### config.mk
export PLATFORM = sky130hd
export DESIGN_NAME = button_conditioner
export DESIGN_NICKNAME = d
export VERILOG_FILES = /design/src/rtl/button_conditioner.sv
export SDC_FILE = /design/constraint.sdc
export NUM_CORES = 1
export LEC_CHECK = 0
export ABC_AREA = 1
export BUFFER_PORTS_ARGS = -buffer_cell sky130_fd_sc_hd__buf_2
export CAP_MARGIN = 10
export CELL_PAD_IN_SITES_DETAIL_PLACEMENT = 0
export CELL_PAD_IN_SITES_GLOBAL_PLACEMENT = 1
export CORE_UTILIZATION = 45
export CTS_BUF_LIST = sky130_fd_sc_hd__clkbuf_4 sky130_fd_sc_hd__clkbuf_8 sky130_fd_sc_hd__clkbuf_16
export CTS_CLUSTER_SIZE = 30
export DETAILED_ROUTE_END_ITERATION = 8
export GPL_TIMING_DRIVEN = 0
export MAX_ROUTING_LAYER = met4
export PLACE_DENSITY = 0.75
export RECOVER_POWER = 100
export SYNTH_ARGS = -nofsm -noshare
export SYNTH_HDL_FRONTEND = slang
export SYNTH_SLANG_ARGS = --single-unit
### constraint.sdc
create_clock -name clk -period 4.2 [get_ports clk]
set_input_delay 0.21 -clock clk [delete_from_list [all_inputs] [get_ports clk]]
set_output_delay 0.21 -clock clk [all_outputs]
set_load 0.02 [all_outputs]
### src/rtl/button_conditioner.sv
// Conditions raw active-low push buttons: two-flop synchronizer, per-channel
// debounce FSM, and registered active-high level plus one-cycle press/release pulses.
module button_conditioner #(
  parameter int unsigned N_BTN           = 2,
  parameter int unsigned DEBOUNCE_CYCLES = 1_000_000
) (
  input  logic             clk,
  input  logic             rst_n,
  input  logic [N_BTN-1:0] btn_raw_n,
  output logic [N_BTN-1:0] btn_level,
  output logic [N_BTN-1:0] btn_press,
  output logic [N_BTN-1:0] btn_release
);

  localparam int unsigned      CNT_W    = $clog2(DEBOUNCE_CYCLES + 1);
  localparam logic [CNT_W-1:0] CNT_LAST = CNT_W'(DEBOUNCE_CYCLES - 1);
  localparam logic [CNT_W-1:0] CNT_ONE  = CNT_W'(1);

  typedef enum logic [1:0] {
    ST_UP,
    ST_PEND_DN,
    ST_DOWN,
    ST_PEND_UP
  } state_t;

  logic [N_BTN-1:0] sync1_q;
  logic [N_BTN-1:0] sync2_q;
  logic [N_BTN-1:0] pressed;

  // Synchronizer resets to the released (high) pin level.
  always_ff @(posedge clk or negedge rst_n) begin
    if (!rst_n) begin
      sync1_q <= '1;
      sync2_q <= '1;
    end else begin
      sync1_q <= btn_raw_n;
      sync2_q <= sync1_q;
    end
  end

  assign pressed = ~sync2_q;

  for (genvar g = 0; g < N_BTN; g++) begin : g_ch
    state_t           state_q, state_d;
    logic [CNT_W-1:0] cnt_q, cnt_d;
    logic             level_q, level_d;
    logic             press_q, press_d;
    logic             release_q, release_d;

    always_ff @(posedge clk or negedge rst_n) begin
      if (!rst_n) begin
        state_q   <= ST_UP;
        cnt_q     <= '0;
        level_q   <= 1'b0;
        press_q   <= 1'b0;
        release_q <= 1'b0;
      end else begin
        state_q   <= state_d;
        cnt_q     <= cnt_d;
        level_q   <= level_d;
        press_q   <= press_d;
        release_q <= release_d;
      end
    end

    // cnt counts consecutive cycles the new value has held; the pending state
    // itself is the first of those cycles, so a change completes at CNT_LAST.
    always_comb begin
      state_d   = state_q;
      cnt_d     = cnt_q;
      level_d   = level_q;
      press_d   = 1'b0;
      release_d = 1'b0;
      case (state_q)
        ST_UP: begin
          if (pressed[g]) begin
            state_d = ST_PEND_DN;
            cnt_d   = CNT_ONE;
          end else begin
            cnt_d = '0;
          end
        end
        ST_PEND_DN: begin
          if (!pressed[g]) begin
            state_d = ST_UP;
            cnt_d   = '0;
          end else if (cnt_q == CNT_LAST) begin
            state_d = ST_DOWN;
            level_d = 1'b1;
            press_d = 1'b1;
            cnt_d   = '0;
          end else begin
            cnt_d = cnt_q + CNT_ONE;
          end
        end
        ST_DOWN: begin
          if (!pressed[g]) begin
            state_d = ST_PEND_UP;
            cnt_d   = CNT_ONE;
          end else begin
            cnt_d = '0;
          end
        end
        ST_PEND_UP: begin
          if (pressed[g]) begin
            state_d = ST_DOWN;
            cnt_d   = '0;
          end else if (cnt_q == CNT_LAST) begin
            state_d   = ST_UP;
            level_d   = 1'b0;
            release_d = 1'b1;
            cnt_d     = '0;
          end else begin
            cnt_d = cnt_q + CNT_ONE;
          end
        end
        default: begin
          state_d = ST_UP;
          cnt_d   = '0;
          level_d = 1'b0;
        end
      endcase
    end

    assign btn_level[g]   = level_q;
    assign btn_press[g]   = press_q;
    assign btn_release[g] = release_q;
  end

endmodule
* After elaboration in Yosys (flattened, before gate mapping)
Cells that the tools add are included.
** Storage, ports and cells
- Input bits :: 4
- Output and inout bits :: 6
- Register bits :: 54
- Logic and storage cells :: 93
** Cells by class
- Reduce and logical (&&, ||, !) cells :: 8
- Multiplexer cells :: 46
- $add $sub $neg :: 2
- Bitwise operators :: 1
- Eq/ne operators :: 24
** Operators by type and width (number)
- 20-bit one-hot mux with 4 select lines :: 2
- 20-bit 2-to-1 mux :: 6
- 20-bit by 1-bit adder with 20-bit output, second input constant :: 2
- 20-bit equality test, second input constant :: 2
- 2-bit 2-to-1 mux :: 12
- 2-bit != test, second input constant :: 12
- 1-bit 2-to-1 mux :: 22
- 2-bit one-hot mux with 4 select lines :: 2
- 3-bit != test, second input constant :: 4
- 5-bit AND reduction :: 2
- 2-bit equality test, second input constant :: 4
- 4-bit AND reduction :: 2
- 2-bit by 1-bit equality test with 1-bit output, second input constant :: 2
- 2-bit logical NOT :: 2
- 1-bit one-hot mux with 2 select lines :: 2
- 2-bit nonzero test :: 2
- 2-bit NOT :: 1

* Longest topological paths before layout
- Depth after elaboration :: 4
- Depth in mapped cells :: 10
- Gate-level depth less buffers :: 10

* Worst setup path before layout
OpenSTA, ideal clock, no wires.
- Kind :: register to register
- Start :: register g_ch[1].cnt_q[0]
- End :: register g_ch[1].cnt_q[14]
- Path buffers :: 1
- Period minus slack after synthesis :: 1.421 ns
- Stages on the path, launching flop included :: 8
- Arrival :: 1.293 ns
- Setup time :: 0.128 ns
- Required time :: 4.072 ns
- Slack :: 2.779 ns
- Cell sequence :: dfrtp_1 -> ha_1 -> nand2_2 -> nor3_4 -> nand3_4 -> nand2_4 -> buf_6 -> nor3_2
** Between the ends
- Word-level cells in the longest chain between the ends :: 4
- Elaborated cells between the ends (all ways) :: 6
- Those cells by class :: add/sub (1); eq/ne (1); mux (4)
** RTL lines
- from (decl) :: RTL line 45 : logic [CNT_W-1:0] cnt_q, cnt_d;
- from (signal assigned) :: RTL line 59 : cnt_q <= cnt_d;
- 20-bit by 1-bit adder with 20-bit output / 20-bit equality test (equally long branches)
- 20-bit 2-to-1 mux * :: RTL line 87, 108
- 20-bit 2-to-1 mux, on equally long branches :: RTL line 105, 84
- 20-bit one-hot mux with 4 select lines * :: RTL line 74 : case (state_q)
- via g_ch[1].cnt_d[14] :: RTL line 45
Mark *: on every way through the listed nets, which the timed path passes. The rest lies on a longest branch.
A chain may end at the register's enable or synchronous reset.

* Worst setup path in the final report
- Start :: register g_ch[1].cnt_q[0]
- End :: register g_ch[1].cnt_q[12]
Same word-level chain as after synthesis.

==> impl_results.md <==
- Clock latency on the worst-skew pair: 300 ps
- FF-to-FF End: g_ch[1].cnt_q[12]$_DFF_PN0_
- RSZ-0062 raised after global routing: false
- Horiz. Die Dim: 80.9 um
- CTS buffer count: 5
- Clk root buf: clkbuf_8
- Via count: 2,083
- Crit path to: g_ch[1].cnt_q[12]$_DFF_PN0_
- Mux cell area share after synthesis: 0%
- Setup TNS: 0 ps
- Cell Pwr Density: 330 nW/um^2
- Yosys reg bits: 54
- Worst Reg2Reg Path Length in Cells: 7
- Largest net degree at the start of global routing: 55
- Pleak: about 1.3 nW
- IO buf count: 9
- Worst path slowest cell: nor3_1
- TritonCTS clock tree: yes
- Number of vias per cell: ~4.8
- Worst-path clk slew: 100 ps
- Achievable Freq: between 400 and 500 MHz
- Initial Util: 47.0%
- Top-area cell type share of the netlist area: about 45%
- Crit path launch: g_ch[1].cnt_q[0]$_DFF_PN0_
- H-tree depth: 2
- Global-route wire length before repair: 8560 um
- WS Path Type: flop to flop
- Worst-path cell chain: ha_1 > nand2_1 > nor3_1 > nand3_4 > nand2_1 > clkbuf_1 > nor2_1
- Std-Cell Rows: 28
- Total core area: between 5000 and 6000 sq um
- Slew HR: between 50 and 60%
- Sequential share of the synthesized area: just under 50%
- Simple-Gate Fraction of Synth Area: 33.5%
- Peak VDD IR: 0.000260 V
- Routed len/inst: 11.6 um
- Synthesized instance count: 336
- Pre-CTS setup slack: ~2600 ps
- Share of cells above drive strength 1: 11.5%
- Synth Area in Compound Gates: 3.53%
- Drt pass-1 iters: 5
- Max Fanout on Critical Path: 10
- Die area: 6540 sq um
- Worst path most repeated cell: nand2_1
- Final setup fails: 0
- Pwr Total: roughly 980 uW
- Final number of max-transition violations: 0
- FF-to-FF setup slack: 1740 ps
- Fin. Hold Viols: 50
- Commonest non-fill, non-tap cell in the layout: nor2_1
- Hold Worst Slack: -51.0 ps
- Syn_area_per_cell: approximately 8.3 sq um
- Syn Std Cell Area: 2800 sq um
- Area growth syn-to-layout: 6.57%
- Remaining DRCs: 0
- Clk buf depth: 2
- Maxcap violations: 0
- Ports: 10
- Critical Path Max Stage Delay: 600 ps
- Worst-margin pin slew: around 710 ps
- Critical path arrival: 2630 ps
- Startpoint Class: flop
- Routed WL: 4980 um
- Layout net count: 360
- Synth Area in Adders: 0.894%
- Total gr overflow: 0
- Status: finished with violations
- Yosys warnings: 0
- Main combinational cell family by area after synthesis: simple AND/OR/NAND/NOR gates
- Routability cong.: 0.822
- Syn_nets: 342
- Post-route ant nets: 0
- Reg-to-reg startpoint: g_ch[1].cnt_q[0]$_DFF_PN0_
- Tcrit/Tclk final: between 50% and 60%
- Initial antenna violation count: 0
- Ant diodes: 0
- Post-Synth XOR/XNOR Area: 5.63%
- Synth area leader: dfrtp_1
- Worst Setup Slack, final: 1740 ps
- Setup crit end kind: flop
- Commonest non-fill, non-tap cells in the layout: 73 x nor2_1, 59 x nand2_1, 50 x dfrtp_1, 41 x inv_1, 18 x nand3_1
- Synth cell types: 33
- # clock sinks: 54
- WP data required: 4370 ps
- # Post-CTS Setup Buffers: 0
- Fin crit period: 2460 ps
- Die height: 80.9 um
- Detailed Route Iter0 Violations: 51
- Overall global routing resource usage: 17.4%
- Failing checks: negative hold slack
- Vias in the first global route: 1,947
- Setup Skew: between 10 and 15 ps
- Largest cells by area after synthesis: dfrtp_1 45%, nor2_1 9.7%, nand2_1 7.5%
- Worst hold-check path type: input pin to async pin
- Hpwl dp: 3610 um
[flip-flops by register name (all words and copies together), names as in the netlist, named ones only]
signal,flops
sync2_q,2
g_ch.release_q,2
sync1_q,2
g_ch.cnt_q,40
g_ch.level_q,2
g_ch.press_q,2
g_ch.state_q,2
[through the flow]
step                util [%]  instances  instance area, sq um  hold slack [ps]
floorplan                  -        336                  2800            -85.6
global placement        49.3        420                  2940              315
detailed placement      49.3        420                  2940              316
CTS                     51.2        430                  3050              205
global route            50.1        430                  2980             5.66
finish                  50.1        430                  2980            -51.0
[cell families after synthesis]
| group | after synthesis |
|---|---|
| buffers and inverters | 49 |
| AOI/OAI and AO/OA | 18 |
| xor gates and xnor gates | 18 |
| adders and majority gates | 2 |
| DFF | 54 |
| and+or+nand+nor | 195 |
[layer usage]
layer | track usage (%) | wire [um]
met5 | - | 0
met1 | 21.5 | 2420
met3 | 3.03 | 96
met2 | 28.7 | 2390
met4 | 5.54 | 78
[critical path: cells and delay by family, from the launching register on]
kind	cells	cell delay (ps)
and+or+nand+nor	5	1270
DFF	1	380
buffers and inverters	1	470
adders and majority gates	1	200
[worst min path at each step]
| stage | start | end | slack, ps | cells after the start |
|---|---|---|---|---|
| final | rst_n | g_ch[1].cnt_q[12]$_DFF_PN0_ | -50 | 1 |
| after global routing | rst_n | g_ch[1].cnt_q[13]$_DFF_PN0_ | 6 | 1 |
| after CTS | rst_n | g_ch[1].cnt_q[15]$_DFF_PN0_ | 200 | 1 |
| after detailed placement | btn_raw_n[1] | sync1_q[1]$_DFF_PN1_ | 320 | 1 |
| after global placement | btn_raw_n[1] | sync1_q[1]$_DFF_PN1_ | 310 | 1 |
| after floorplan | rst_n | async pin | -90 | 0 |
[final cells by class]
class,count,area (sq um)
Fill cell,597,2970
Sequential cell,54,1360
Tap cell,75,93.8
Timing Repair Buffer,11,60.1
Clock buffer,6,76.3
Multi-Input combinational cell,233,1180
Inverter,41,154
Buffer,8,52.6
Clock inverter,2,13.8
[Yosys cell counts (all sizes together)]
| cell type | count |
|---|---|
| a21oi | 7 |
| a31oi | 3 |
| xor2 | 14 |
| nand2 | 64 |
| nor3b | 3 |
| a21boi | 1 |
| nor3 | 17 |
| nand3 | 21 |
| dfstp | 4 |
| ha | 2 |
| nand4 | 3 |
| o21a | 1 |
| inv | 41 |
| buf | 8 |
| nor4 | 2 |
| xnor2 | 4 |
| nand3b | 2 |
| dfrtp | 50 |
| nor2 | 82 |
| o21ai | 6 |
| and3 | 1 |
[report_power, final]
part / internal (mW) / total [mW] / switching, mW
Combinational: 0.0380 / 0.123 / 0.0852
Clock: 0.125 / 0.292 / 0.168
Sequential: 0.545 / 0.569 / 0.0242
Total: 0.707 / 0.984 / 0.277
[repair_timing]
item,CTS,global route
setup endpoints to repair,0,0
hold buffers,2,0
hold endpoints to repair,2,0
gates resized for setup,0,0
Note: power is estimated with default switching activity, not from simulation.
